[src/rtl/prescaled_pwm_timer_if.sv]
// rtl/prescaled_pwm_timer_if.sv - command-side and output bundle of the PWM timebase
interface prescaled_pwm_timer_if #(
  parameter int CNT_W = 16,
  parameter int PSC_W = 8,
  parameter int N_CH  = 2
) ();
  logic                    en;
  logic [PSC_W-1:0]        psc_in;
  logic [CNT_W-1:0]        top_in;
  logic                    mode_in;
  logic                    cfg_load;
  logic [N_CH*CNT_W-1:0]   cmp_in;
  logic                    cmp_load;
  logic [CNT_W-1:0]        cnt_out;
  logic                    dir_out;
  logic                    tick;
  logic                    period_end;
  logic [N_CH-1:0]         pwm_out;

  modport master (
    output en, psc_in, top_in, mode_in, cfg_load, cmp_in, cmp_load,
    input  cnt_out, dir_out, tick, period_end, pwm_out
  );

  modport slave (
    input  en, psc_in, top_in, mode_in, cfg_load, cmp_in, cmp_load,
    output cnt_out, dir_out, tick, period_end, pwm_out
  );
endinterface

[src/rtl/prescaled_pwm_timer.sv]
// rtl/prescaled_pwm_timer.sv - prescaled up or up/down PWM timebase with double-buffered config
module prescaled_pwm_timer #(
  parameter int CNT_W    = 16,
  parameter int PSC_W    = 8,
  parameter int N_CH     = 2,
  parameter int DEF_PSC  = 99,
  parameter int DEF_TOP  = 19999,
  parameter int DEF_MODE = 0
) (
  input logic clk,
  input logic rst,
  prescaled_pwm_timer_if.slave bus
);

  localparam logic [PSC_W-1:0] RST_PSC  = PSC_W'(DEF_PSC);
  localparam logic [CNT_W-1:0] RST_TOP  = CNT_W'(DEF_TOP);
  localparam logic             RST_MODE = (DEF_MODE != 0);

  logic [PSC_W-1:0]      psc_cnt, psc_act, psc_sh;
  logic [CNT_W-1:0]      cnt, top_act, top_sh;
  logic                  mode_act, mode_sh;
  logic                  dir, tick_q, pend_q;
  logic [N_CH-1:0]       pwm_q;
  logic [N_CH*CNT_W-1:0] cmp_act, cmp_sh;

  logic                  itick, boundary, dir_nx;
  logic [CNT_W-1:0]      cnt_nx;
  logic [N_CH*CNT_W-1:0] cmp_nx;
  logic [N_CH-1:0]       pwm_nx;

  assign itick = bus.en && (psc_cnt == psc_act);

  // Triangle mode with top 0 has no up/down phases, so every tick closes a period.
  assign boundary = itick && (mode_act ? ((top_act == '0) || (dir && (cnt == CNT_W'(1))))
                                       : (cnt == top_act));

  always_comb begin
    cnt_nx = cnt;
    dir_nx = dir;
    cmp_nx = cmp_act;
    if (boundary) begin
      cnt_nx = '0;
      dir_nx = 1'b0;
      cmp_nx = cmp_sh;
    end else if (itick) begin
      if (!mode_act) begin
        cnt_nx = cnt + CNT_W'(1);
      end else if (!dir) begin
        cnt_nx = cnt + CNT_W'(1);
        dir_nx = (cnt_nx == top_act);
      end else begin
        cnt_nx = cnt - CNT_W'(1);
      end
    end
  end

  // Compare against next-state values so pwm_out lines up with cnt_out without a cycle of lag.
  always_comb begin
    pwm_nx = '0;
    for (int i = 0; i < N_CH; i++) begin
      pwm_nx[i] = (cnt_nx < cmp_nx[i*CNT_W +: CNT_W]);
    end
  end

  always_ff @(posedge clk) begin
    if (rst) begin
      psc_cnt  <= '0;
      cnt      <= '0;
      dir      <= 1'b0;
      tick_q   <= 1'b0;
      pend_q   <= 1'b0;
      pwm_q    <= '0;
      psc_act  <= RST_PSC;
      psc_sh   <= RST_PSC;
      top_act  <= RST_TOP;
      top_sh   <= RST_TOP;
      mode_act <= RST_MODE;
      mode_sh  <= RST_MODE;
      cmp_act  <= '0;
      cmp_sh   <= '0;
    end else begin
      if (bus.en) begin
        psc_cnt <= itick ? '0 : psc_cnt + PSC_W'(1);
      end
      cnt     <= cnt_nx;
      dir     <= dir_nx;
      cmp_act <= cmp_nx;
      pwm_q   <= pwm_nx;
      tick_q  <= itick;
      pend_q  <= boundary;
      if (boundary) begin
        psc_act  <= psc_sh;
        top_act  <= top_sh;
        mode_act <= mode_sh;
      end
      // A load coinciding with a boundary lands in the shadow only; the copy above sees the old shadow.
      if (bus.cfg_load) begin
        psc_sh  <= bus.psc_in;
        top_sh  <= bus.top_in;
        mode_sh <= bus.mode_in;
      end
      if (bus.cmp_load) begin
        cmp_sh <= bus.cmp_in;
      end
    end
  end

  assign bus.cnt_out    = cnt;
  assign bus.dir_out    = dir;
  assign bus.tick       = tick_q;
  assign bus.period_end = pend_q;
  assign bus.pwm_out    = pwm_q;

endmodule

[src/flat_wrapper.sv]
// flat-port wrapper written by rule: the top's interface ports become plain ports
module prescaled_pwm_timer_flat 
#(
  parameter int CNT_W    = 16,
  parameter int PSC_W    = 8,
  parameter int N_CH     = 2,
  parameter int DEF_PSC  = 99,
  parameter int DEF_TOP  = 19999,
  parameter int DEF_MODE = 0
)
  (clk, rst, bus_en, bus_psc_in, bus_top_in, bus_mode_in, bus_cfg_load, bus_cmp_in, bus_cmp_load, bus_cnt_out, bus_dir_out, bus_tick, bus_period_end, bus_pwm_out);
  prescaled_pwm_timer_if #(.CNT_W(CNT_W), .PSC_W(PSC_W), .N_CH(N_CH)) bus_i ();
  input logic clk;
  input logic rst;
  input wire logic [$bits(bus_i.en)-1:0] bus_en;
  input wire logic [$bits(bus_i.psc_in)-1:0] bus_psc_in;
  input wire logic [$bits(bus_i.top_in)-1:0] bus_top_in;
  input wire logic [$bits(bus_i.mode_in)-1:0] bus_mode_in;
  input wire logic [$bits(bus_i.cfg_load)-1:0] bus_cfg_load;
  input wire logic [$bits(bus_i.cmp_in)-1:0] bus_cmp_in;
  input wire logic [$bits(bus_i.cmp_load)-1:0] bus_cmp_load;
  output wire logic [$bits(bus_i.cnt_out)-1:0] bus_cnt_out;
  output wire logic [$bits(bus_i.dir_out)-1:0] bus_dir_out;
  output wire logic [$bits(bus_i.tick)-1:0] bus_tick;
  output wire logic [$bits(bus_i.period_end)-1:0] bus_period_end;
  output wire logic [$bits(bus_i.pwm_out)-1:0] bus_pwm_out;
  assign bus_i.en = bus_en;
  assign bus_i.psc_in = bus_psc_in;
  assign bus_i.top_in = bus_top_in;
  assign bus_i.mode_in = bus_mode_in;
  assign bus_i.cfg_load = bus_cfg_load;
  assign bus_i.cmp_in = bus_cmp_in;
  assign bus_i.cmp_load = bus_cmp_load;
  assign bus_cnt_out = bus_i.cnt_out;
  assign bus_dir_out = bus_i.dir_out;
  assign bus_tick = bus_i.tick;
  assign bus_period_end = bus_i.period_end;
  assign bus_pwm_out = bus_i.pwm_out;
  prescaled_pwm_timer #(.CNT_W(CNT_W), .PSC_W(PSC_W), .N_CH(N_CH), .DEF_PSC(DEF_PSC), .DEF_TOP(DEF_TOP), .DEF_MODE(DEF_MODE)) u_core (.clk(clk), .rst(rst), .bus(bus_i));
endmodule
[config.mk]
export PLATFORM = sky130hd
export DESIGN_NAME = prescaled_pwm_timer_flat
export DESIGN_NICKNAME = d
export VERILOG_FILES = /design/src/rtl/prescaled_pwm_timer_if.sv /design/src/rtl/prescaled_pwm_timer.sv /design/src/flat_wrapper.sv
export SDC_FILE = /design/constraint.sdc
export NUM_CORES = 1
export LEC_CHECK = 0
export CAP_MARGIN = 15
export CORE_MARGIN = 3
export CORE_UTILIZATION = 40
export CTS_BUF_LIST = sky130_fd_sc_hd__clkbuf_2 sky130_fd_sc_hd__clkbuf_4 sky130_fd_sc_hd__clkbuf_8
export DETAILED_ROUTE_END_ITERATION = 12
export MAX_ROUTING_LAYER = met4
export SLEW_MARGIN = 25
export SYNTH_ARGS = -nofsm -noshare
export SYNTH_HDL_FRONTEND = slang
export SYNTH_SLANG_ARGS = --single-unit
[constraint.sdc]
create_clock -name clk -period 5.21 [get_ports clk]
set_input_delay 1.563 -clock clk [delete_from_list [all_inputs] [get_ports clk]]
set_output_delay 1.563 -clock clk [all_outputs]
set_load 0.01 [all_outputs]
# [Word-level counts from Yosys, hierarchy flattened]
# Index checks and enable logic that the tools add are counted.
[totals] ff_bits=143 in_bits=62 out_inout_bits=21 elab_cells=38
[classes] addsub=3 n_lt_le_gt_ge=2 eq_ne=4 muxes=8 n_reduce_logical=7
[op_table] cell="two-way mux 16 bit" n=4
[op_table] cell="== test 16 bit" n=2
[op_table] cell="< comparator 16 bit" n=2
[op_table] cell="two-way mux 32 bit" n=1
[op_table] cell="adder 16 x 1 -> 16 bit, second input constant" n=1
[op_table] cell="== test 16 x 1 -> 1 bit, second input constant" n=1
[op_table] cell="logical NOT 16 bit" n=1
[op_table] cell="subtractor 16 x 1 -> 16 bit, second input constant" n=1
[op_table] cell="adder 8 x 1 -> 8 bit, second input constant" n=1
[op_table] cell="== test 8 bit" n=1
[op_table] cell="two-way mux 8 bit" n=1
[op_table] cell="logical AND 1 bit" n=3
[op_table] cell="two-way mux 1 bit" n=2
[op_table] cell="AND reduction 2 bit" n=1
[op_table] cell="OR reduction 2 bit" n=1
[op_table] cell="logical OR 1 bit" n=1

# [Depth between registers and ports, before layout]
# Gate-level depths: netlist of run 1.
[logic_depth] depth_word=7 depth_mapped=18 mapped_depth_nobuf=15

# [Worst setup path before layout of run 1]
# No wires, ideal clock.
[synth_path] kind="input to register" startpoint="input bus_en" endpoint="register u_core.pwm_q[1] (netlist: u_core.bus.pwm_out[1])" setup_time_ps=81 t_arrival_ps=4236 required_ps=5129 path_slack_ps=893 stages=14 path_buffers=3 path_cell_list="clkbuf_1 > nand2_1 > nor3_1 > clkbuf_1 > clkbuf_1 > nand3_1 > and2_1 > ha_1 > a21o_1 > a21o_1 > a21o_1 > a31oi_1 > o211ai_1 > a41oi_1"
[synth_between] elab_chain_cells=4 elab_cells_between_ends=6 cone_classes="order compare (1); mux (3); reduce/logical (2)"
[synth_lines] item="from (decl)" line="flat_wrapper.sv:15" text="input wire logic [$bits(bus_i.en)-1:0] bus_en;"
[synth_lines] item="logical AND 1 bit (*)" line="prescaled_pwm_timer.sv:31" text="assign itick = bus.en && (psc_cnt == psc_act);"
[synth_lines] item="two-way mux 16 bit or logical AND 1 bit (tied branches)" line="prescaled_pwm_timer.sv:45, prescaled_pwm_timer.sv:34"
[synth_lines] item="two-way mux 16 bit or two-way mux 32 bit (tied branches)" line="prescaled_pwm_timer.sv:41" text="if (boundary) begin"
[synth_lines] item="< comparator 16 bit (*)" line="prescaled_pwm_timer.sv:61" text="pwm_nx[i] = (cnt_nx < cmp_nx[i*CNT_W +: CNT_W]);"
[synth_lines] item="to (signal assigned)" line="prescaled_pwm_timer.sv:88" text="pwm_q <= pwm_nx;"
[synth_lines] item="to (decl)" line="prescaled_pwm_timer.sv:23" text="logic [N_CH-1:0] pwm_q;"
# Mark *: on every way between the ends. The rest lies on a longest branch, timed or not.
# A chain may end at the register's enable or synchronous reset.

# [Final worst setup path of run 1]
# Ends and elaborated chain as after synthesis.

==> results of run 1 <==
-- area by class of cell --
| class | instances | area, um^2 | area share |
|---|---|---|---|
| Clock buffer | 22 | 297 | 0.0334 |
| Inverter | 9 | 33.8 | 0.00380 |
| Clock inverter | 9 | 131 | 0.0148 |
| Tap cell | 229 | 287 | 0.0323 |
| Timing Repair Buffer | 108 | 1050 | 0.118 |
| Multi-Input combinational cell | 650 | 4220 | 0.475 |
| Sequential cell | 143 | 2860 | 0.322 |
-- kinds of logic after synthesis --
group | count (synthesis)
adders and majority gates | 34
xor gates and xnor gates | 41
and+or+nand+nor | 330
buffers and inverters | 85
DFF | 143
AOI/OAI and AO/OA | 199
muxes | 46
-- routing by layer --
layer | vias to the layer above | wire (um)
met5 | - | 0
met4 | 0 | 354
met3 | 31 | 1260
met2 | 201 | 8530
met1 | 3079 | 10000
li1 | 3270 | -
-- cells in the final DEF (no fill, tap or decap), types with 4 or more instances in the layout --
cell	n
a211o_1	29
a31oi_1	9
buf_4	24
xnor2_1	28
a21o_1	12
or3_1	9
nand4_1	21
clkdlybuf4s50_1	80
and3_1	20
ha_1	34
and4_1	7
a211oi_1	4
nor3_1	29
nand2_1	32
o21ai_0	61
xor2_1	13
nor4_1	11
or4_1	7
mux2i_1	46
nand3_1	63
inv_1	9
nor2b_1	14
clkbuf_8	21
dfxtp_1	143
nor2_1	70
and2_1	38
a21oi_1	61
-- critical path, cell delays in order --
cell and delay [ns]:
clkdlybuf4s50_1 0.64, nand2_1 0.12, or3_1 0.46, buf_4 0.23
buf_4 0.16, o21ai_0 0.19, and2_1 0.17, ha_1 0.13
nand4_1 0.11, nor4_1 0.43, o21a_1 0.18, nor3_1 0.04
o211ai_1 0.14, a41oi_1 0.06
-- sequential cells by signal, indices dropped and copies added (netlist names) --
signal	count
u_core.bus.tick	1
u_core.psc_act	8
u_core.psc_cnt	8
u_core.bus.pwm_out	2
u_core.top_act	16
u_core.cmp_sh	32
u_core.mode_act	1
u_core.psc_sh	8
u_core.bus.cnt_out	16
u_core.cmp_act	32
u_core.bus.period_end	1
u_core.top_sh	16
u_core.bus.dir_out	1
u_core.mode_sh	1
-- per-stage QoR --
step                      cells  setup WS, ns  area (um^2)
after floorplan             878         0.893         7430
after global placement     1139         0.496         8450
after detailed placement   1139         0.434         8450
after CTS                  1170         0.934         8880
after global routing       1170         0.593         8880
final                      1170         0.902         8880
-- power groups by stage --
stage	Combinational (mW)	Sequential, mW	Clock, mW
global route	0.220	1.16	1.03
finish	0.199	1.15	0.961
floorplan	0.123	1.17	0
detailed placement	0.199	1.18	0
global placement	0.199	1.18	0
CTS	0.201	1.15	0.983
-- worst max-delay path by stage --
stage / cells after the start / startpoint / end / slack (ns)
5_1_grt: 16 / u_core.bus.cnt_out[1] / u_core.bus.pwm_out[1] / 0.59
2_1_floorplan: 14 / bus_en / u_core.bus.pwm_out[1] / 0.89
3_3_place_gp: 14 / bus_en / u_core.bus.pwm_out[1] / 0.50
4_1_cts: 14 / bus_en / u_core.bus.pwm_out[1] / 0.93
6_report: 14 / bus_en / u_core.bus.pwm_out[1] / 0.90
3_5_place_dp: 14 / bus_en / u_core.bus.pwm_out[1] / 0.43
==> impl_metrics.tcl, run 1 <==
set metrics [dict create \
    avgSynthCellArea_um2 8.46 \
    hold_end "u_core.psc_act[4]" \
    skew_ns 0.0131 \
    irDropWorstVdd_v 0.000150 \
    yosys-top-cells-count "dfxtp_1 (143), nor2_1 (70), nand3_1 (63)" \
    gr-max-usage-layer "met1" \
    hold_class "flop to flop" \
    fin_tns_setup_ns 0 \
    dr.first_iter.drc_count 397 \
    layout_min_cycle_time_ns 4.31 \
    r2r_end "u_core.bus.pwm_out[1]" \
    htree_num_levels 4 \
    antenna_found_initial 0 \
    synth_top_area_cell "dfxtp_1" \
    slew_headroom 0.322 \
    antennaDiodeCount 0 \
    period_share 0.827 \
    port_buffers 82 \
    cellPowerDensity_nw_per_um2 260 \
    die_h_um 142 \
    muxShareOfSynthArea 0.0620 \
    finalPower_mw 2.31 \
    cts_buffers 17 \
    synth_top_family_by_area "simple AND/OR/NAND/NOR gates" \
    synthAdderAreaFrac 0.0572 \
    synth-simple-area-share 0.234 \
    drv_cap 0 \
    globalRouteMet1Util 0.294 \
    cts-root-buf "clkbuf_8" \
    dr.pass1.iters 5 \
    synth-xor-area-share 0.0483 \
    hpwlAfterDp_mm 14.5 \
    hold_start "u_core.psc_sh[4]" \
    yosysSeqAreaShare 0.385 \
    critPathKind "primary input to flop" \
    power_frac_clock 0.416 \
    utilization 0.491 \
    synth_area_leaders "dfxtp_1 (39%), mux2i_1 (6.2%), ha_1 (5.7%), nand3_1 (4.2%), a21oi_1 (4.2%)" \
    min_path_cells 2 \
    p_seq_frac 0.498 \
    p_sw_uw 548 \
    cp_data_arrival_time_ns 4.63 \
    syn2layout_area_growth_pct 19.5 \
    nNetsFinal 1025 \
    routed_wl_mm 20.2 \
    slew_viol_final 0 \
    grt-ovfl-total 0 \
    cts_hold_buf 0 \
    wl_per_cell_um 17.2 \
    synth.distinct_cells 51 \
    reg2reg_depth 15 \
    die_width_um 142 \
    ys_ff_latch 143 \
    fp.dieArea_um2 20300 \
    intPower_mw 1.76 \
    r2r-start "u_core.bus.cnt_out[8]" \
    synth.cell_area_um2 7430 \
    synthesis.nets 974 \
    netlist.area_leader.share 0.385 \
    num_rows 49 \
    ant_nets 0 \
    clk_path_buf_depth 2 \
    p_leak_nw 3.33 \
    start_util 0.411 \
    postSynthCellCount 878 \
    ctsResizeCount 0 \
    cp_max_fo 19 \
    comb_power_share 0.086 \
    gr-usage-all-layers 0.207 \
    num-fill-cells 1763 \
    remaining_drc_errors 0 \
    grt_pass1_wl_mm 32.3 \
    first_global_vias 6112 \
    hold_viol 0 \
    swShare 0.237 \
    tightest_slew_ns 1.02 \
    yosys_warnings 0 \
    vias 6581 \
    cts_setup_buffers 0 \
    path_clk_slew_ns 0.09 \
    yosysMostFrequentCell "dfxtp_1" \
    fmax_mhz 232 \
    critPathLaunchType "primary input" \
    cts_sinks 143 \
    gp_congestion 0.915 \
    rrSetupSlack_ns 0.99 \
    cts_tree "yes" \
    async_flop_share 0 \
    grt_max_degree 93 \
    holdWs_ns 0.479 \
    core_area_um2 18100 \
    clkLatencyLatePin_ns 0.46 \
    viasPerCell 5.62 \
    synth_compound_area_frac 0.165 \
    cp-end-kind "flop" \
    cp.required_ns 5.54 \
    rsz0062_at_grt "false" \
    synth_edf_count 0 \
    io_pins 83 \
    grt_use_met2 0.294 \
    postSynth.topFlopCell "dfxtp_1" \
    status "completed" \
    setup_viol 0 \
    use_met3 0.0413 \
    layout-drive-gt1-share 0.0691 \
]
(Power assumes the default switching activity.)
==> inputs of run 2 (changes only) <==
Clock period 5.21 ns to 4.35 ns, I/O delays scaled along.
==> impl_metrics.tcl, run 2 (synthesis gave the netlist of run 1 again) <==
set metrics [dict create \
    antennaDiodeCount 0 \
    min_path_cells 2 \
    cts-root-buf "clkbuf_8" \
    core_area_um2 18100 \
    ctsResizeCount 0 \
    r2r_end "u_core.bus.pwm_out[1]" \
    die_width_um 142 \
    cp_slowest_stage_delay_ns 0.59 \
    path_buf_inv 2 \
    r2r-start "u_core.bus.cnt_out[9]" \
    clk_path_buf_depth 2 \
    reg.largest.list "u_core.cmp_act (32), u_core.cmp_sh (32)" \
    layout.cells.non_filler 1219 \
    rrSetupSlack_ns 0.32 \
    first_global_vias 6380 \
    layout-drive-gt1-share 0.115 \
    intPower_mw 1.96 \
    path_cells "clkdlybuf4s50_1 > nand2_1 > or3_1 > buf_4 > o21ai_0 > and2_1 > ha_1 > nand4_1 > nor4_1 > o21a_1 > nor3_1 > o211ai_1 > a41oi_1" \
    die_h_um 142 \
    layout_min_cycle_time_ns 4.04 \
    syn2layout_area_growth_pct 23.6 \
    cts_setup_buffers 0 \
    final_common_cell "dfxtp_1" \
    dr.pass1.iters 5 \
    cp_data_arrival_time_ns 4.35 \
    setup_viol 0 \
    grt_max_degree 71 \
    htree_num_levels 4 \
    p_sw_uw 671 \
    cts_tree "yes" \
    cp-end-kind "flop" \
    irDropWorstVdd_v 0.000171 \
    comb_power_share 0.098 \
    cts_sinks 143 \
    cts_buffers 17 \
    remaining_drc_errors 0 \
    cellPowerDensity_nw_per_um2 286 \
    dr_wl_met3_mm 1.31 \
    viasPerCell 5.57 \
    utilization 0.508 \
    post_dp_cell_area_um2 8790 \
    dr_wl_met2_mm 8.73 \
    status "completed" \
    fp.dieArea_um2 20300 \
    critPathKind "primary input to flop" \
    slew_headroom 0.366 \
    io_pins 83 \
    clkLatencyLatePin_ns 0.45 \
    swShare 0.255 \
    cts_hold_buf 0 \
    grt_pass1_wl_mm 33.9 \
    gp_congestion 0.963 \
    cp_max_fo 12 \
    p_seq_frac 0.522 \
    tightest_slew_ns 0.951 \
    antenna_found_initial 0 \
    design_area_um2 9190 \
    power_frac_clock 0.380 \
    drv_cap 0 \
    gr-usage-all-layers 0.216 \
    port_buffers 82 \
    fmax_mhz 248 \
    hold_start "u_core.psc_sh[7]" \
    critPathLaunchType "primary input" \
    hold_viol 0 \
    routed.top_layer "met4" \
    num_rows 49 \
    reg2reg_depth 15 \
    cp_slowest_cell "clkdlybuf4s50_1" \
    path_clk_slew_ns 0.08 \
    routed_wl_mm 20.7 \
    grt-ovfl-total 0 \
    hpwlAfterDp_mm 15.1 \
    p_leak_nw 3.52 \
    period_share 0.928 \
    wl_per_cell_um 17.0 \
    met1_length_mm 10.4 \
    placedCellCount 1186 \
    final_cell_mix "dfxtp_1 (143), clkdlybuf4s50_1 (80), buf_4 (72)" \
    hold_class "flop to flop" \
    ant_nets 0 \
    start_util 0.411 \
    hold_end "u_core.psc_act[7]" \
    skew_ns 0.0175 \
    slew_viol_final 0 \
    cp.required_ns 4.66 \
    path_depth 13 \
    vias 6786 \
    rsz0062_at_grt "false" \
    cp_top_family "simple AND/OR/NAND/NOR gates" \
    nNetsFinal 1073 \
    dr.first_iter.drc_count 651 \
]
[run 2: worst max path at each step]
stage	from	endpoint	slack [ns]
floorplan	bus_en	u_core.bus.pwm_out[1]	0.29
global placement	bus_en	u_core.bus.pwm_out[1]	-0.05
detailed placement	bus_en	u_core.bus.pwm_out[1]	-0.1
CTS	u_core.bus.cnt_out[9]	u_core.bus.pwm_out[1]	0.35
global route	u_core.bus.cnt_out[9]	u_core.bus.pwm_out[1]	0.0002
finish	bus_en	u_core.bus.pwm_out[1]	0.31
[run 2: layout make-up]
cell class / count / area [um^2]
fillers: 1755 / 8900
flip-flops and latches: 143 / 2860
repair buffers: 156 / 1410
inverters: 9 / 33.8
clock inverters: 13 / 115
clock buffers: 19 / 255
well taps: 229 / 287
multi-input cells: 650 / 4220
[run 2: through the flow]
stage	TNS (ns)	setup slack, ns	hold WS, ns	power [mW]
after floorplan	0	0.291	0.447	1.54
after CTS	0	0.354	0.468	2.66
final	0	0.313	0.473	2.63
after global routing	0	0.000179	0.500	2.75
after global placement	-0.0517	-0.0517	0.466	1.66
after detailed placement	-0.0956	-0.0956	0.463	1.66
[run 2: worst min-delay path: stages, from the launching register on]
cell,delay (ns)
dfxtp_1,0.32
nand3_1,0.06
a21oi_1,0.06
[run 2: power by group through the flow]
| stage | Clock (mW) | Combinational, mW | Sequential [mW] |
|---|---|---|---|
| 4_1_cts | 1.03 | 0.259 | 1.37 |
| 2_1_floorplan | 0 | 0.148 | 1.40 |
| 3_5_place_dp | 0 | 0.257 | 1.40 |
| 3_3_place_gp | 0 | 0.259 | 1.40 |
| 5_1_grt | 1.08 | 0.287 | 1.38 |
| 6_report | 1.00 | 0.257 | 1.37 |
[run 2: per-layer routing]
layer | up-vias | global-route usage
li1 | 3372 | -
met1 | 3163 | 0.318
met2 | 225 | 0.301
met3 | 26 | 0.0433
met4 | 0 | 0.0575
met5 | - | -
